[config.mk]
export PLATFORM = sky130hd
export DESIGN_NAME = alu_arbiter
export DESIGN_NICKNAME = d
export VERILOG_FILES = /design/src/rtl/alu_arbiter.sv
export SDC_FILE = /design/constraint.sdc
export NUM_CORES = 1
export LEC_CHECK = 0
export ABC_AREA = 1
export CORE_ASPECT_RATIO = 0.5
export CORE_MARGIN = 10
export CORE_UTILIZATION = 38
export DETAILED_ROUTE_END_ITERATION = 8
export PLACE_DENSITY_LB_ADDON = 0.1
export SLEW_MARGIN = 20
export SYNTH_ARGS = -nofsm -noshare
export SYNTH_HDL_FRONTEND = slang
export SYNTH_SLANG_ARGS = --single-unit
[constraint.sdc]
create_clock -name clk -period 1.2 [get_ports clk]
set_input_delay 0.18 -clock clk [delete_from_list [all_inputs] [get_ports clk]]
set_output_delay 0.18 -clock clk [all_outputs]
set_load 0.1 [all_outputs]
[src/rtl/alu_arbiter.sv]
// alu_arbiter
//   Two-requester front end for one shared combinational 4-bit ALU.
//   A granted request is captured, presented to the ALU for one cycle,
//   and the ALU result is registered and held for the granted requester
//   until that requester consumes it.
//
// Parameters
//   FIXED_PRIO : 0 = round-robin on ties, 1 = requester 0 always wins ties.
//
// Ports
//   clk, reset                   : clock, synchronous active-high reset
//   reqN_valid / reqN_ready      : request handshake for requester N
//   reqN_op, reqN_a, reqN_b      : ALU control code and operands
//   rspN_valid / rspN_ready      : response handshake for requester N
//   rsp_y, rsp_c4                : registered result, shared by both ports
//   alu_a, alu_b, alu_cont       : drive the shared ALU
//   alu_y, alu_c4                : combinational result from the shared ALU
//   busy                         : high whenever an operation is in flight
module alu_arbiter #(
  parameter int unsigned FIXED_PRIO = 0
) (
  input  logic       clk,
  input  logic       reset,
  input  logic       req0_valid,
  input  logic       req1_valid,
  output logic       req0_ready,
  output logic       req1_ready,
  input  logic [2:0] req0_op,
  input  logic [2:0] req1_op,
  input  logic [3:0] req0_a,
  input  logic [3:0] req0_b,
  input  logic [3:0] req1_a,
  input  logic [3:0] req1_b,
  output logic       rsp0_valid,
  output logic       rsp1_valid,
  input  logic       rsp0_ready,
  input  logic       rsp1_ready,
  output logic [3:0] rsp_y,
  output logic       rsp_c4,
  output logic [3:0] alu_a,
  output logic [3:0] alu_b,
  output logic [2:0] alu_cont,
  input  logic [3:0] alu_y,
  input  logic       alu_c4,
  output logic       busy
);

  typedef enum logic [1:0] {
    IDLE = 2'd0,
    EXEC = 2'd1,
    RESP = 2'd2
  } state_t;

  state_t     state_q, state_d;
  logic [2:0] op_q, op_d;
  logic [3:0] a_q, a_d;
  logic [3:0] b_q, b_d;
  logic [3:0] y_q, y_d;
  logic       c4_q, c4_d;
  // Holds the requester of the operation in flight; the same register
  // doubles as the round-robin history, since both update only on accept.
  logic       last_grant_q, last_grant_d;

  logic grant_valid;
  logic grant_idx;
  logic accept;
  logic rsp_ready_sel;

  always_comb begin
    grant_valid = req0_valid | req1_valid;
    grant_idx   = 1'b0;
    if (req0_valid && req1_valid) begin
      grant_idx = (FIXED_PRIO != 0) ? 1'b0 : ~last_grant_q;
    end else if (req1_valid) begin
      grant_idx = 1'b1;
    end
  end

  assign req0_ready = (state_q == IDLE) && !reset && grant_valid && (grant_idx == 1'b0);
  assign req1_ready = (state_q == IDLE) && !reset && grant_valid && (grant_idx == 1'b1);
  assign accept     = (req0_valid && req0_ready) || (req1_valid && req1_ready);

  assign rsp_ready_sel = last_grant_q ? rsp1_ready : rsp0_ready;

  always_comb begin
    state_d      = state_q;
    op_d         = op_q;
    a_d          = a_q;
    b_d          = b_q;
    y_d          = y_q;
    c4_d         = c4_q;
    last_grant_d = last_grant_q;
    unique case (state_q)
      IDLE: begin
        if (accept) begin
          state_d      = EXEC;
          last_grant_d = grant_idx;
          op_d         = grant_idx ? req1_op : req0_op;
          a_d          = grant_idx ? req1_a  : req0_a;
          b_d          = grant_idx ? req1_b  : req0_b;
        end
      end
      EXEC: begin
        state_d = RESP;
        y_d     = alu_y;
        c4_d    = alu_c4;
      end
      RESP: begin
        if (rsp_ready_sel) begin
          state_d = IDLE;
        end
      end
      default: state_d = IDLE;
    endcase
  end

  always_ff @(posedge clk) begin
    if (reset) begin
      state_q      <= IDLE;
      op_q         <= '0;
      a_q          <= '0;
      b_q          <= '0;
      y_q          <= '0;
      c4_q         <= 1'b0;
      last_grant_q <= 1'b1;
    end else begin
      state_q      <= state_d;
      op_q         <= op_d;
      a_q          <= a_d;
      b_q          <= b_d;
      y_q          <= y_d;
      c4_q         <= c4_d;
      last_grant_q <= last_grant_d;
    end
  end

  assign alu_a      = a_q;
  assign alu_b      = b_q;
  assign alu_cont   = op_q;
  assign rsp_y      = y_q;
  assign rsp_c4     = c4_q;
  assign rsp0_valid = (state_q == RESP) && !last_grant_q;
  assign rsp1_valid = (state_q == RESP) &&  last_grant_q;
  assign busy       = (state_q != IDLE);

endmodule
==> results of run 1 <==
worst reg2reg max path, cell delays in order, from the launching register on:
cell	delay, ns
dfxtp_4	0.36
nor2_4	0.15
buf_4	0.15
nand3_4	0.07
buf_4	0.15
buf_4	0.15
nand2_2	0.06
a21oi_2	0.05
path summary, 6_finish.rpt:
| kind | start | endpoint |
|---|---|---|
| max | state_q[0] | req1_ready |
| min | reset | last_grant_q |
| max reg2reg | state_q[0] | alu_cont[2] |
| min reg2reg | alu_a[1] | alu_a[1] |
per-stage QoR:
step	instance area (um^2)	util	hold WS, ns
4_1_cts	1930	0.752	0.486
3_5_place_dp	1870	0.726	0.475
3_3_place_gp	1870	0.726	0.471
6_report	1950	0.760	0.252
5_1_grt	1950	0.760	0.252
2_1_floorplan	1070	-	0.242
final cells by class:
cell class,count,area (um^2)
Sequential cell,19,409
Multi-Input combinational cell,100,571
Clock buffer,4,45.0
Tap cell,37,46.3
Inverter,9,37.5
Timing Repair Buffer,67,846
Fill cell,203,616
synthesized netlist by cell type:
cell	number	area (um^2)
a21oi_1	4	20.0
a21oi_2	8	70.1
buf_12	1	20.0
buf_2	3	15.0
buf_6	1	11.3
buf_8	1	15.0
dfxtp_1	19	380
inv_1	7	26.3
inv_2	2	7.51
nand2_1	34	128
nand2_2	17	106
nand2_4	1	11.3
nand3_1	13	65.1
nand3_4	1	17.5
nor2_1	14	52.6
nor2_4	2	22.5
nor2_8	1	20.0
o21ai_0	5	25.0
placed cells by master (no fill, tap or decap), drive strengths merged:
cell type,Yosys,layout
clkbuf,0,4
o21ai,5,5
dlygate4sd2,0,2
a21oi,12,12
nand2,52,52
dfxtp,19,19
inv,9,8
nor2,17,17
clkdlybuf4s50,0,29
clkinvlp,0,1
buf,6,35
dlymetal6s2s,0,1
nand3,14,14
logic make-up (layout without fill, tap and decap cells):
kind of cell,Yosys count,in the layout
buffers and inverters,15,80
and+or+nand+nor,83,83
AOI/OAI and AO/OA,17,17
DFF,19,19
repair_timing:
action                                  4_1_cts  5_1_grt
setup buffers                                 2        3
resized for setup                             6        3
endpoints found under the setup margin       16       16
pin swaps                                     5        4
report_power, final:
group	total, uW	internal [uW]	switching [uW]	leakage (uW)
combinational	1080	436	645	0.000648
clock	437	236	202	0.0000228
sequential	754	694	59.9	0.000163
registers in the layout, indices dropped and copies added (netlist names):
name          flops
state_q           2
alu_b             4
rsp_c4            1
alu_a             4
rsp_y             4
last_grant_q      1
alu_cont          3
metal layers:
layer  vias up  routed length, um  GRT usage  share of wire
met5         -                  0          0              0
met4         0                  8     0.0131         0.0026
met3         2                256     0.0609          0.084
met2        34               1530      0.209           0.51
met1       474               1230      0.122           0.41
li1        552                  -          -              -
==> impl_summary.txt, run 1 <==
----------------------------------------------------
[Run status]
  Result of the run ... finished with violations
  Violations in the final reports ... negative setup slack

[Worst setup path]
  Arr. time, crit path ... ~1.3 ns
  Slowest cell on crit path ... dfxtp_4
  Category of the critical setup timing path ... flip-flop to output port
  Nature of the critical path startpoint ... flip-flop
  Worst path max stage delay ... 0.36 ns
  Cell-by-cell listing of the critical path ... nor2_4 > nand2_4 > nor2_8 > nand2_4 > clkinvlp_4 > buf_12
  Critical path's top delay family ... simple AND/OR/NAND/NOR gates
  Number of cells traversed by the worst register-to-register path ... 7
  Buffers plus inverters on the worst setup path ... 2
  Nature of the critical path endpoint ... output port
  Total number of cells along the worst setup path ... 6
  Critical Path RT ... between 1 and 1.5 ns
  Reg2Reg Setup Slack ... -0.04 ns
  Most frequent cell on the critical path ... nand2_4
  Crit path max fanout ... 3

[Timing]
  Worst slew pin tran ... around 0.19 ns
  Least setup slack across all paths after layout ... -0.251 ns
  Highest clock rate ... between 600 and 700 MHz
  Ratio of final minimum period to clock period ... 1.21
  Setup TNS ... -1.28 ns
  RSZ-0062 raised after global routing ... yes
  Fin Clk Skew ... approximately 0.0050 ns
  Remaining max-slew budget at the tightest pin ... 0.871
  Final hold violation count ... 0
  Total count of max-transition violations in the final report ... 0
  Count of endpoints failing setup in the final report ... 17
  Final worst path period need ... roughly 1.5 ns

[Power]
  Final Total Pwr ... between 2000 and 2500 uW
  Power density over the cells ... about 1200 mW/mm^2
  Maximum vdd ir drop ... just over 0.0006 V
  Leakage power of the design ... ~0.00083 uW

[CTS]
  Clock transition at path regs ... around 0.06 ns
  Clock tree from TritonCTS ... yes
  Cts hold-fix bufs ... 0
  Latest clock arrival within the worst-skew pair ... 0.25 ns
  Number of clock buffers inserted by TritonCTS ... 3
  Maximum buffer depth of the clock tree ... 2
  Deepest level of the CTS H-tree ... 1
  TritonCTS Sinks ... 19
  CTS Root Cell ... clkbuf_8

[Placement]
  Pre-CTS setup slack ... -0.302 ns
  Buffers on Ports ... between 50 and 60
  RD Place Congestion ... around 0.69
  DP HPWL ... around 2.5 mm
  Placed insts ... about 230

[Floorplan]
  Core box area ... between 0.002 and 0.003 mm^2
  Starting Density ... 0.394
  Area of the die ... about 0.0053 mm^2
  Io pins ... 54
  Cell Rows ... 13
  Chip Height ... 56.5 um
  Horizontal extent of the die ... about 93 um

[Route]
  Number of vias per cell ... about 4.5
  Via total after detailed routing ... between 1,000 and 1,500
  Antenna Nets Post-Route ... 0
  Final wirelength ... about 3.0 mm
  Initial DRT Pass Iterations ... 2
  DRC ... 0
  DRC marker count from the first detailed-route iteration ... 32
  Routed length per placed instance ... approximately 13 um

[Synthesis]
  Post-synthesis share of cell area spent on xor and xnor gates ... 0
  Sequential cell area fraction in the yosys report ... 0.375
  Mean Syn Cell Area ... between 7 and 8 um^2
  Compound-cell area share of the yosys netlist ... 0.114
  Yosys synthesis warning count ... 0
  Summed instance area of the synthesized netlist ... between 0.001 and 0.0015 mm^2
  Mapped Nets ... about 170
  Fraction of synthesized area in multiplexers ... 0
  Cells after synthesis ... 134
  Count of cell types in the netlist ... 18
  Post-synthesis sequential element count ... 19
  Largest family of logic cells by synthesized area ... simple AND/OR/NAND/NOR gates
  Post-synthesis share of cell area spent on full adders, half adders and majority gates ... 0
  Synthesized-area fraction occupied by and/or/nand/nor cells ... 0.417

[Global route]
  Maximum number of pins on one net before global-route repair ... 13
  Gr usage total ... 0.116
  Remaining global-route overflow ... 0
  Vias in the first global route ... roughly 1,000
  Global-route wire length before repair ... 5.05 mm
  Initial antenna violation count ... 0

[Finish]
  Non-Filler Instances ... roughly 240
  Number of nets in the layout ... 233
  Ratio of cells with drive above 1 in the final layout ... 0.482
  Inserted Diodes ... 0
  Layout overhead on the synthesized area ... 92.8%

[Worst hold path]
  Path category of the worst min-delay check ... primary input to flip-flop
  Worst hold stages ... 3

[Flow run]
  Max Cap Violations ... 0

----------------------------------------------------
Power figures use the tool's default switching activity.
==> inputs of run 2 (changes only) <==
--- a/config.mk
+++ b/config.mk
@@ -9,7 +9,9 @@
 export CORE_ASPECT_RATIO = 0.5
 export CORE_MARGIN = 10
 export CORE_UTILIZATION = 38
+export CTS_CLUSTER_DIAMETER = 120
 export DETAILED_ROUTE_END_ITERATION = 8
+export GPL_TIMING_DRIVEN = 0
 export PLACE_DENSITY_LB_ADDON = 0.1
 export SLEW_MARGIN = 20
 export SYNTH_ARGS = -nofsm -noshare
==> run 2 against run 1 <==
  * The run still ends with negative setup slack left
  * Cell area rose by 0.70%
  * Clock power rose by 2%
  * Worst setup slack got worse by 0.077 ns
  * Via count rose by 5.8%
  * Global-route usage rose by 0.28 points
  * Routed wire length rose by 20%
  * Combinational power rose by 4%
  * Register-to-register slack got worse by 0.16 ns
  * Power rose by 0.97%
  * Sequential power fell by 2.8%
  * Count of clock-buffer cells in the layout did not move
  * Highest routed layer unchanged
==> impl_summary.txt, run 2 (synthesis gave the netlist of run 1 again) <==
----------------------------------------------------
[Finish]
  Number of nets in the layout ... 245 (+5.2%)
  Area of all placed cells without fillers ... 0.00197 mm^2 (+0.70%)
  Ratio of cells with drive above 1 in the final layout ... 0.545 (+0.0626)
  Commonest non-fill, non-tap cells in the layout ... nand2_1, clkdlybuf4s50_1, buf_4
  Layout overhead on the synthesized area ... 94.2%
  Inserted Diodes ... 0 (unchanged)
  Multi-input combinational cell area ... 624 um^2 (+9.4%)
  Layout filler cell count ... 202 (-0.49%)
  Sequential cell area ... 407 um^2 (-0.61%)
  Finished Core Util ... 0.766 (+0.00536)
  Leading cell type in the layout, fill and taps excluded ... nand2_1
  Non-Filler Instances ... 248 (+5.1%)

[Worst setup path]
  Arr. time, crit path ... 1.35 ns (+0.08 ns)
  Critical Path RT ... 1.02 ns (about the same)
  Number of cells traversed by the worst register-to-register path ... 10 (+3)
  Nature of the critical path startpoint ... flip-flop
  Origin of the critical flop-to-flop path ... state_q[1]
  Reg2Reg Setup Slack ... -0.20 ns (-0.16 ns)
  Category of the critical setup timing path ... flip-flop to output port
  Nature of the critical path endpoint ... output port
  Slowest cell on crit path ... dfxtp_2
  Worst path max stage delay ... 0.34 ns (-0.02 ns)
  Crit path max fanout ... 3 (unchanged)
  Worst reg2reg endpoint ... state_q[1]
  Cell-by-cell listing of the critical path ... nor2_4 > buf_6 > nand3_4 > buf_12 > nor2_4 > buf_12

[Placement]
  Post-detailed-placement cell area ... 0.00164 mm^2 (-12%)
  RD Place Congestion ... 0.713 (+3.1%)
  Placed insts ... 224 (-1.8%)
  DP HPWL ... 2.27 mm (-9.9%)
  Buffers on Ports ... 53 (unchanged)

[Floorplan]
  Horizontal extent of the die ... 93.0 um (unchanged)
  Io pins ... 54 (unchanged)
  Chip Height ... 56.5 um (unchanged)
  Starting Density ... 0.394 (unchanged)
  Cell Rows ... 13 (unchanged)
  Area of the die ... 0.00526 mm^2 (unchanged)
  Core box area ... 0.00257 mm^2 (unchanged)

[Timing]
  RSZ-0062 raised after global routing ... yes
  Highest clock rate ... 654 MHz (-5.0%)
  Fin Clk Skew ... 0.00192 ns (-0.00303 ns)
  Least setup slack across all paths after layout ... -0.328 ns (-0.0767 ns)
  Count of endpoints failing setup in the final report ... 12 (-5)
  Ratio of final minimum period to clock period ... 1.27 (+0.0640)
  Final worst path period need ... 1.53 ns (+0.0767 ns)
  Remaining max-slew budget at the tightest pin ... 0.676 (-0.195)
  Total count of max-transition violations in the final report ... 0 (unchanged)
  Fin Hold WS ... 0.356 ns (+0.104 ns)
  Final hold violation count ... 0 (unchanged)
  Worst slew pin tran ... 0.489 ns (+0.296 ns)

[Worst hold path]
  Hold wc startpoint ... reset
  Worst hold stages ... 2 (-1)
  Path category of the worst min-delay check ... primary input to flip-flop
  Hold worst-path end ... alu_a[1]

[Route]
  DRC ... 0 (unchanged)
  Antenna Nets Post-Route ... 0 (unchanged)
  Number of vias per cell ... 4.53 (+0.72%)
  Initial DRT Pass Iterations ... 4 (+2)
  Final wirelength ... 3.64 mm (+20%)
  Via total after detailed routing ... 1,124 (+5.8%)
  DRC marker count from the first detailed-route iteration ... 44 (+38%)
  Routed length per placed instance ... 14.7 um (+14%)

[Power]
  Final Total Pwr ... 2290 uW (+0.97%)
  Leakage power of the design ... 0.000892 uW (+7.0%)
  Maximum vdd ir drop ... 0.000600 V (-2.9%)
  Power density over the cells ... 1170 mW/mm^2 (+0.27%)

[CTS]
  Maximum buffer depth of the clock tree ... 2 (unchanged)
  Number of clock buffers inserted by TritonCTS ... 3 (unchanged)
  TritonCTS Sinks ... 19 (unchanged)
  Clock transition at path regs ... 0.07 ns (about the same)
  Latest clock arrival within the worst-skew pair ... 0.25 ns (about the same)
  Deepest level of the CTS H-tree ... 1 (unchanged)
  Clock tree from TritonCTS ... yes
  CTS Root Cell ... clkbuf_8

[Global route]
  Gr usage total ... 0.119 (+0.00280)
  Maximum number of pins on one net before global-route repair ... 11 (-2)
  Remaining global-route overflow ... 0 (unchanged)
  Vias in the first global route ... 1,068 (+2.0%)
  Initial antenna violation count ... 0 (unchanged)
  Global-route wire length before repair ... 5.06 mm (+0.28%)

[Flow run]
  Max Cap Violations ... 0 (unchanged)

[Run status]
  Violations in the final reports ... negative setup slack
  Result of the run ... finished with violations

----------------------------------------------------
[run 2: changes by cell type in the layout (fill, tap and decap cells not counted), sizes merged]
cell,previous run,this run
buf,35,36
clkbuf,4,15
dlymetal6s2s,1,0
dlygate4sd2,2,3
[run 2: critical path: cells and delay by family, from the launching register on]
kind / cells / cell delay [ns]
simple gates: 3 / 0.31
flops: 1 / 0.34
buf+inv: 3 / 0.44
[run 2: through the flow]
stage	setup WS, ns	setup TNS (ns)
after floorplan	-0.199	-0.560
after global placement	-1.43	-14.82
after detailed placement	-1.44	-15.15
after CTS	-0.314	-1.53
after global routing	-0.379	-2.41
final	-0.328	-1.80
[run 2: worst max-delay path by stage]
| stage | startpoint | cells after the start | slack (ns) | endpoint |
|---|---|---|---|---|
| 2_1_floorplan | state_q[0] | 4 | -0.20 | req0_ready |
| 3_3_place_gp | reset | 8 | -1.43 | req1_ready |
| 3_5_place_dp | reset | 8 | -1.44 | req1_ready |
| 4_1_cts | state_q[1] | 6 | -0.31 | req0_ready |
| 5_1_grt | state_q[1] | 6 | -0.38 | req0_ready |
| 6_report | state_q[1] | 6 | -0.33 | req0_ready |
[run 2: routing by layer]
metal / GRT usage / part of all wire
met4: 0.0131 / 0.0058
met1: 0.126 / 0.43
met5: 0 / 0
met2: 0.206 / 0.48
met3: 0.0702 / 0.088
[run 2: power by group]
group | switching [uW] | internal [uW] | leakage (uW)
Clock | 210 | 236 | 0.0000228
Sequential | 40.3 | 693 | 0.000163
Combinational | 697 | 418 | 0.000706
[run 2: area by class of cell]
| class | count | area share |
|---|---|---|
| well taps | 37 | 0.0235 |
| flip-flops and latches | 19 | 0.207 |
| repair buffers | 74 | 0.386 |
| multi-input cells | 100 | 0.317 |
| clock buffers | 4 | 0.0229 |
| inverters | 9 | 0.0203 |
| plain buffers | 5 | 0.0235 |
[run 2: timing repair]
item | CTS | global route
hold buffers | 0 | 0
resized for setup | 145 | 27
gates cloned | 0 | 2
setup buffers | 15 | 4
pin swaps | 7 | 5
endpoints found under the setup margin | 29 | 24
==> inputs of run 3 (changes only) <==
--- a/config.mk
+++ b/config.mk
@@ -8,7 +8,7 @@
 export ABC_AREA = 1
 export CORE_ASPECT_RATIO = 0.5
 export CORE_MARGIN = 10
-export CORE_UTILIZATION = 38
+export CORE_UTILIZATION = 35
 export CTS_CLUSTER_DIAMETER = 120
 export DETAILED_ROUTE_END_ITERATION = 8
 export GPL_TIMING_DRIVEN = 0
==> constraint.sdc (replaced) <==
create_clock -name clk -period 1.4 [get_ports clk]
set_input_delay 0.21 -clock clk [delete_from_list [all_inputs] [get_ports clk]]
set_output_delay 0.21 -clock clk [all_outputs]
set_load 0.1 [all_outputs]
==> run 3 against run 2 <==
  * The flow still finishes with violations (negative setup slack)
  * Count of clock-buffer cells in the layout did not move
  * Sequential power fell by 16%
  * Combinational power fell by 23%
  * Global-route usage fell by 0.92 points
  * Power fell by 18%
==> impl_summary.txt, run 3 (synthesis gave the netlist of run 1 again) <==
----------------------------------------------------
[Worst setup path]
  Critical Path RT ... 1.19 ns (+0.17 ns)
  Category of the critical setup timing path ... flip-flop to output port
  Worst path max stage delay ... 0.34 ns (about the same)
  Arr. time, crit path ... 1.29 ns (-0.06 ns)
  Most frequent cell on the critical path ... nand2_4
  Cell-by-cell listing of the critical path ... nor2_4 > nand2_4 > nor2_8 > nand2_4 > clkinvlp_4 > buf_12
  Nature of the critical path startpoint ... flip-flop
  Crit path max fanout ... 3 (unchanged)
  Slowest cell on crit path ... dfxtp_2
  Nature of the critical path endpoint ... output port

[CTS]
  Deepest level of the CTS H-tree ... 1 (unchanged)
  TritonCTS Sinks ... 19 (unchanged)
  CTS Root Cell ... clkbuf_8
  Clock transition at path regs ... 0.07 ns (about the same)
  Clock tree from TritonCTS ... yes
  Number of clock buffers inserted by TritonCTS ... 3 (unchanged)
  Cts hold-fix bufs ... 0 (unchanged)
  Maximum buffer depth of the clock tree ... 2 (unchanged)
  Latest clock arrival within the worst-skew pair ... 0.26 ns (about the same)

[Timing]
  Remaining max-slew budget at the tightest pin ... 0.636 (-0.0399)
  Least setup slack across all paths after layout ... -0.104 ns (+0.224 ns)
  Setup TNS ... -0.296 ns (+1.50 ns)
  Final worst path period need ... 1.50 ns
  RSZ-0062 raised after global routing ... yes
  Highest clock rate ... approximately 660 MHz
  Ratio of final minimum period to clock period ... 1.07
  Final hold violation count ... 0 (unchanged)
  Total count of max-transition violations in the final report ... 0 (unchanged)
  Count of endpoints failing setup in the final report ... 5 (-7)
  Fin Clk Skew ... 0.000976 ns (-0.000945 ns)
  Worst slew pin tran ... 0.548 ns (+0.0590 ns)

[Floorplan]
  Cell Rows ... 13 (unchanged)
  Core box area ... 0.00268 mm^2 (+4.4%)
  Horizontal extent of the die ... 96.1 um (+3.3%)
  Io pins ... 54 (unchanged)
  Chip Height ... 58.1 um (+2.7%)
  Area of the die ... 0.00558 mm^2 (+6.1%)
  Starting Density ... 0.378 (-0.0167)

[Global route]
  Maximum number of pins on one net before global-route repair ... 11 (unchanged)
  Global-route wire length before repair ... 4.89 mm (-3.5%)
  Remaining global-route overflow ... 0 (unchanged)
  Gr usage total ... 0.110 (-0.00920)
  Initial antenna violation count ... 0 (unchanged)
  Vias in the first global route ... 1,027 (-3.8%)

[Finish]
  Finished Core Util ... 0.675 (-0.0908)
  Layout overhead on the synthesized area ... 78.8%
  Number of nets in the layout ... 239 (-2.4%)
  Leading cell type in the layout, fill and taps excluded ... nand2_1
  Non-Filler Instances ... 242 (-2.4%)
  Commonest non-fill, non-tap cells in the layout ... nand2_1, clkdlybuf4s50_1, nand2_2
  Area of all placed cells without fillers ... 0.00181 mm^2 (-7.9%)
  Sequential cell area ... 387 um^2 (-4.9%)
  Layout filler cell count ... 241 (+19%)
  Multi-input combinational cell area ... 578 um^2 (-7.4%)
  Inserted Diodes ... 0 (unchanged)
  Ratio of cells with drive above 1 in the final layout ... 0.434 (-0.111)

[Placement]
  Placed insts ... 224 (unchanged)
  RD Place Congestion ... 0.724 (+1.5%)
  Buffers on Ports ... 53 (unchanged)
  Post-detailed-placement cell area ... 0.00162 mm^2 (-1.4%)
  DP HPWL ... 2.31 mm (+1.8%)

[Worst hold path]
  Path category of the worst min-delay check ... primary input to flip-flop

[Run status]
  Result of the run ... finished with violations
  Violations in the final reports ... negative setup slack

[Route]
  Number of vias per cell ... 4.40 (-2.9%)
  Final wirelength ... 3.14 mm (-14%)
  DRC marker count from the first detailed-route iteration ... 24 (-45%)
  Routed length per placed instance ... 13.0 um (-12%)
  Via total after detailed routing ... 1,065 (-5.2%)
  Initial DRT Pass Iterations ... 4 (unchanged)
  Antenna Nets Post-Route ... 0 (unchanged)
  DRC ... 0 (unchanged)

[Flow run]
  Max Cap Violations ... 0 (unchanged)

[Power]
  Maximum vdd ir drop ... 0.000500 V (-17%)
  Power density over the cells ... 1030 mW/mm^2 (-11%)
  Leakage power of the design ... 0.000791 uW (-11%)

----------------------------------------------------
## run 3: cell count changes in the layout (fill, tap and decap cells not counted), sizes merged
cell and delta:
buf -5, clkbuf -11, clkdlybuf4s15 +6, clkdlybuf4s18 +4
## run 3: worst paths after layout
check	from	to	slack [ns]	cells past startpoint
setup / recovery	state_q[1]	req1_ready	-0.10	6
hold / removal	reset	alu_a[2]	0.35	2
setup reg to reg	state_q[1]	alu_a[1]	0.12	8
hold reg to reg	alu_a[2]	alu_a[2]	0.47	2
## run 3: area by class of cell
class | instances | share of cell area
timing repair buffer | 68 | 0.368
multi-input combinational | 100 | 0.319
sequential | 19 | 0.213
buffer | 5 | 0.0256
tap | 37 | 0.0256
clock buffer | 4 | 0.0249
inverter | 9 | 0.0235
## run 3: critical path, delay by kind of cell (launching register included)
kind                   cells  cell delay (ns)
AND/OR/NAND/NOR            4             0.46
buffers and inverters      2             0.23
flip-flops                 1             0.34
## run 3: power breakdown
part	leakage, uW	switching [uW]	internal, uW	total (uW)
clock network	0.0000228	187	203	390
registers	0.000157	32.7	586	619
logic	0.000612	560	302	862
total	0.000791	780	1090	1870
## run 3: timing repair
item | 4_1_cts | 5_1_grt
pin swaps | 4 | 6
buffers inserted | 7 | 8
gates resized for setup | 105 | 19
endpoints found under the setup margin | 21 | 14
## run 3: layer usage
layer,GRT usage,wire length (um),up-vias
li1,-,-,562
met1,0.120,1300,469
met2,0.185,1460,32
met3,0.0706,365,2
met4,0.00626,10,0
met5,0,0,-
## run 3: metrics by stage
stage	worst slack [ns]	hold WS (ns)	power (uW)
global route	-0.175	0.365	1960
detailed placement	-1.30	0.458	1430
CTS	-0.195	0.346	1850
finish	-0.104	0.348	1870
floorplan	-0.153	0.279	1200
global placement	-1.31	0.454	1420
==> edit: new RTL, settings of run 3 <==
The 3 states of `state_t` get a one-hot encoding in 3 bits.
--- a/src/rtl/alu_arbiter.sv
+++ b/src/rtl/alu_arbiter.sv
@@ -47,6 +47,6 @@
 
-  typedef enum logic [1:0] {
-    IDLE = 2'd0,
-    EXEC = 2'd1,
-    RESP = 2'd2
+  typedef enum logic [2:0] {
+    IDLE = 3'b001,
+    EXEC = 3'b010,
+    RESP = 3'b100
   } state_t;
Function: same outputs for any inputs over 10 cycles, from zero or initial values and one cycle with reset high; not proved beyond that.
==> edit against run 3 <==
The run still ends with setup timing left; synthesized cell count up 9.7%; wire length up 1.5%; setup slack better by 0.038 ns; synthesized area down 3.8%; power up 1.7%; critical path depth unchanged; design area down 4.6%; non-clock buffer count down 5; fmax up 2.6%; global-route usage up 0.91 points; sequential cell count up 1; largest power group unchanged.
==> edit: results (changes against run 3) <==
[run_status]
status = finished, violations left
violations = setup timing

[detailed_routing]
first_pass_iters = 4  ; unchanged
avgViaCountPerCell = 4.55  ; +3.4%
drtIter0Drc = 50  ; +110%
routedWlPerCell_um = 12.9  ; -0.93%

[synth]
synth_nets = 180  ; +7.8%
synth.area.top_cells = dfxtp_1 41%, nand2_1 25%, a21oi_1 7.7%, nand3_1 7.2%, nor2_1 4.2%
synth.yosys.seq_area_share_pct = 41.1  ; +3.5 points
ys_warn_count = 0  ; unchanged
async_reset_ff_share_pct = 0  ; unchanged
synth.top_cells.by_count = 64 x nand2_1, 20 x dfxtp_1, 15 x a21oi_1, 14 x nand3_1, 11 x nor2_1
ys_types = 17  ; -1

[clock_network]
clock_latency_ns = 0.26  ; about the same
htree_levels = 1  ; unchanged
cts_buffers = 3  ; unchanged
cts_root_buf = clkbuf_8
clk_pin_slew_ns = 0.08
clk_path_buf_depth = 2  ; unchanged

[pwr]
vdd_ir_drop_max_mv = 0.555  ; +11%
p_leak_nw = 0.752  ; -5.0%

[layout]
nNetsFinal = 246  ; +2.9%
drive_above_1_share_pct = 28.0  ; -15 points
diodes = 0  ; unchanged

[timing]
setup_tns_ns = -0.0947  ; +0.202 ns
skew_ns = 0.00723  ; +0.00625 ns
setup_viol_count_final = 2  ; -3
relSlewSlack_pct = 63.0  ; -0.64 points
layout_setup_ws_ns = -0.0660  ; +0.0379 ns

[placed_design]
dpl.hpwl_mm = 2.32  ; +0.29%
port-buffer-count = 53  ; unchanged
globalplace.congestion = 0.730  ; +0.88%
placed_area_um2 = 1570  ; -2.8%

[worst_setup_path]
worstPathMaxFanout = 3  ; unchanged
slowest_delay_ns = 0.34  ; about the same
cp.arrival_ns = 1.26  ; -0.03 ns
worst_path_max_delay_cell = dfxtp_2
crit_family = simple AND/OR/NAND/NOR gates

[grt]
grt_pass1_wl_mm = 5.22  ; +6.8%
grt_pass1_vias = 1060  ; +3.2%
grt_max_degree = 11  ; unchanged
grt_use_total_pct = 11.9  ; +0.91 points
antenna_found_initial = 0  ; unchanged

[hold_path]
hp-class = in2reg

[floorplanning]
die_w_um = 94.6  ; -1.5%

-- edit: cell types whose count changed after synthesis, sizes merged --
cell,run 3,this run
dfxtp,19,20
nand2,52,66
a21oi,12,16
nor2,17,13
o21ai,5,1
nand3,14,15
clkinv,0,1
clkbuf,0,1
inv,9,8
-- edit: cell families (layout without fill, tap and decap cells) --
logic type | Yosys count | in the layout | synth area share [%]
flops | 20 | 20 | 41.1
simple gates | 94 | 94 | 41.0
compound gates | 17 | 17 | 9.11
buf+inv | 16 | 80 | 8.86
-- edit: final timing paths --
kind	start	depth (start not counted)	slack, ns	to
worst max-delay path	state_q[1]	6	-0.07	req1_ready
worst min-delay path	reset	3	0.43	alu_b[2]
worst max register to register	state_q[1]	8	0.16	alu_b[3]
worst min register to register	rsp_y[3]	2	0.46	rsp_y[3]
-- edit: worst min-delay path: cells and delay by family --
kind            cells  cell delay, ns
buf+inv             2            0.40
compound gates      1            0.03
-- edit: what timing repair did --
item,CTS,global route
endpoints found under the setup margin,21,12
buffers inserted,5,4
endpoints found under the hold margin,0,0
pin swaps,2,3
gates resized for setup,95,20
-- edit: cell type report --
class,count,area [um2]
Buffer,6,47.5
Clock buffer,3,41.3
Fill cell,235,890
Inverter,9,40.0
Multi-Input combinational cell,111,519
Sequential cell,20,408
Tap cell,37,46.3
Timing Repair Buffer,62,627
-- edit: stage by stage --
step / instances / setup WS (ns)
after global placement: 237 / -1.27
after floorplan: 147 / -0.141
after global routing: 248 / -0.117
final: 248 / -0.0660
after CTS: 245 / -0.132
after detailed placement: 237 / -1.27
-- edit: routing by layer --
| layer | up-vias | part of all wire, % | GRT usage, % |
|---|---|---|---|
| li1 | 588 | - | - |
| met1 | 490 | 42 | 13.2 |
| met2 | 44 | 47 | 19.9 |
| met3 | 6 | 11 | 6.39 |
| met4 | 0 | 0.72 | 2.33 |
| met5 | - | 0 | 0 |
-- edit: report_power, final --
part           switching (W)  internal (W)
clock               0.000192      0.000192
combinational       0.000573      0.000291
sequential         0.0000335      0.000622
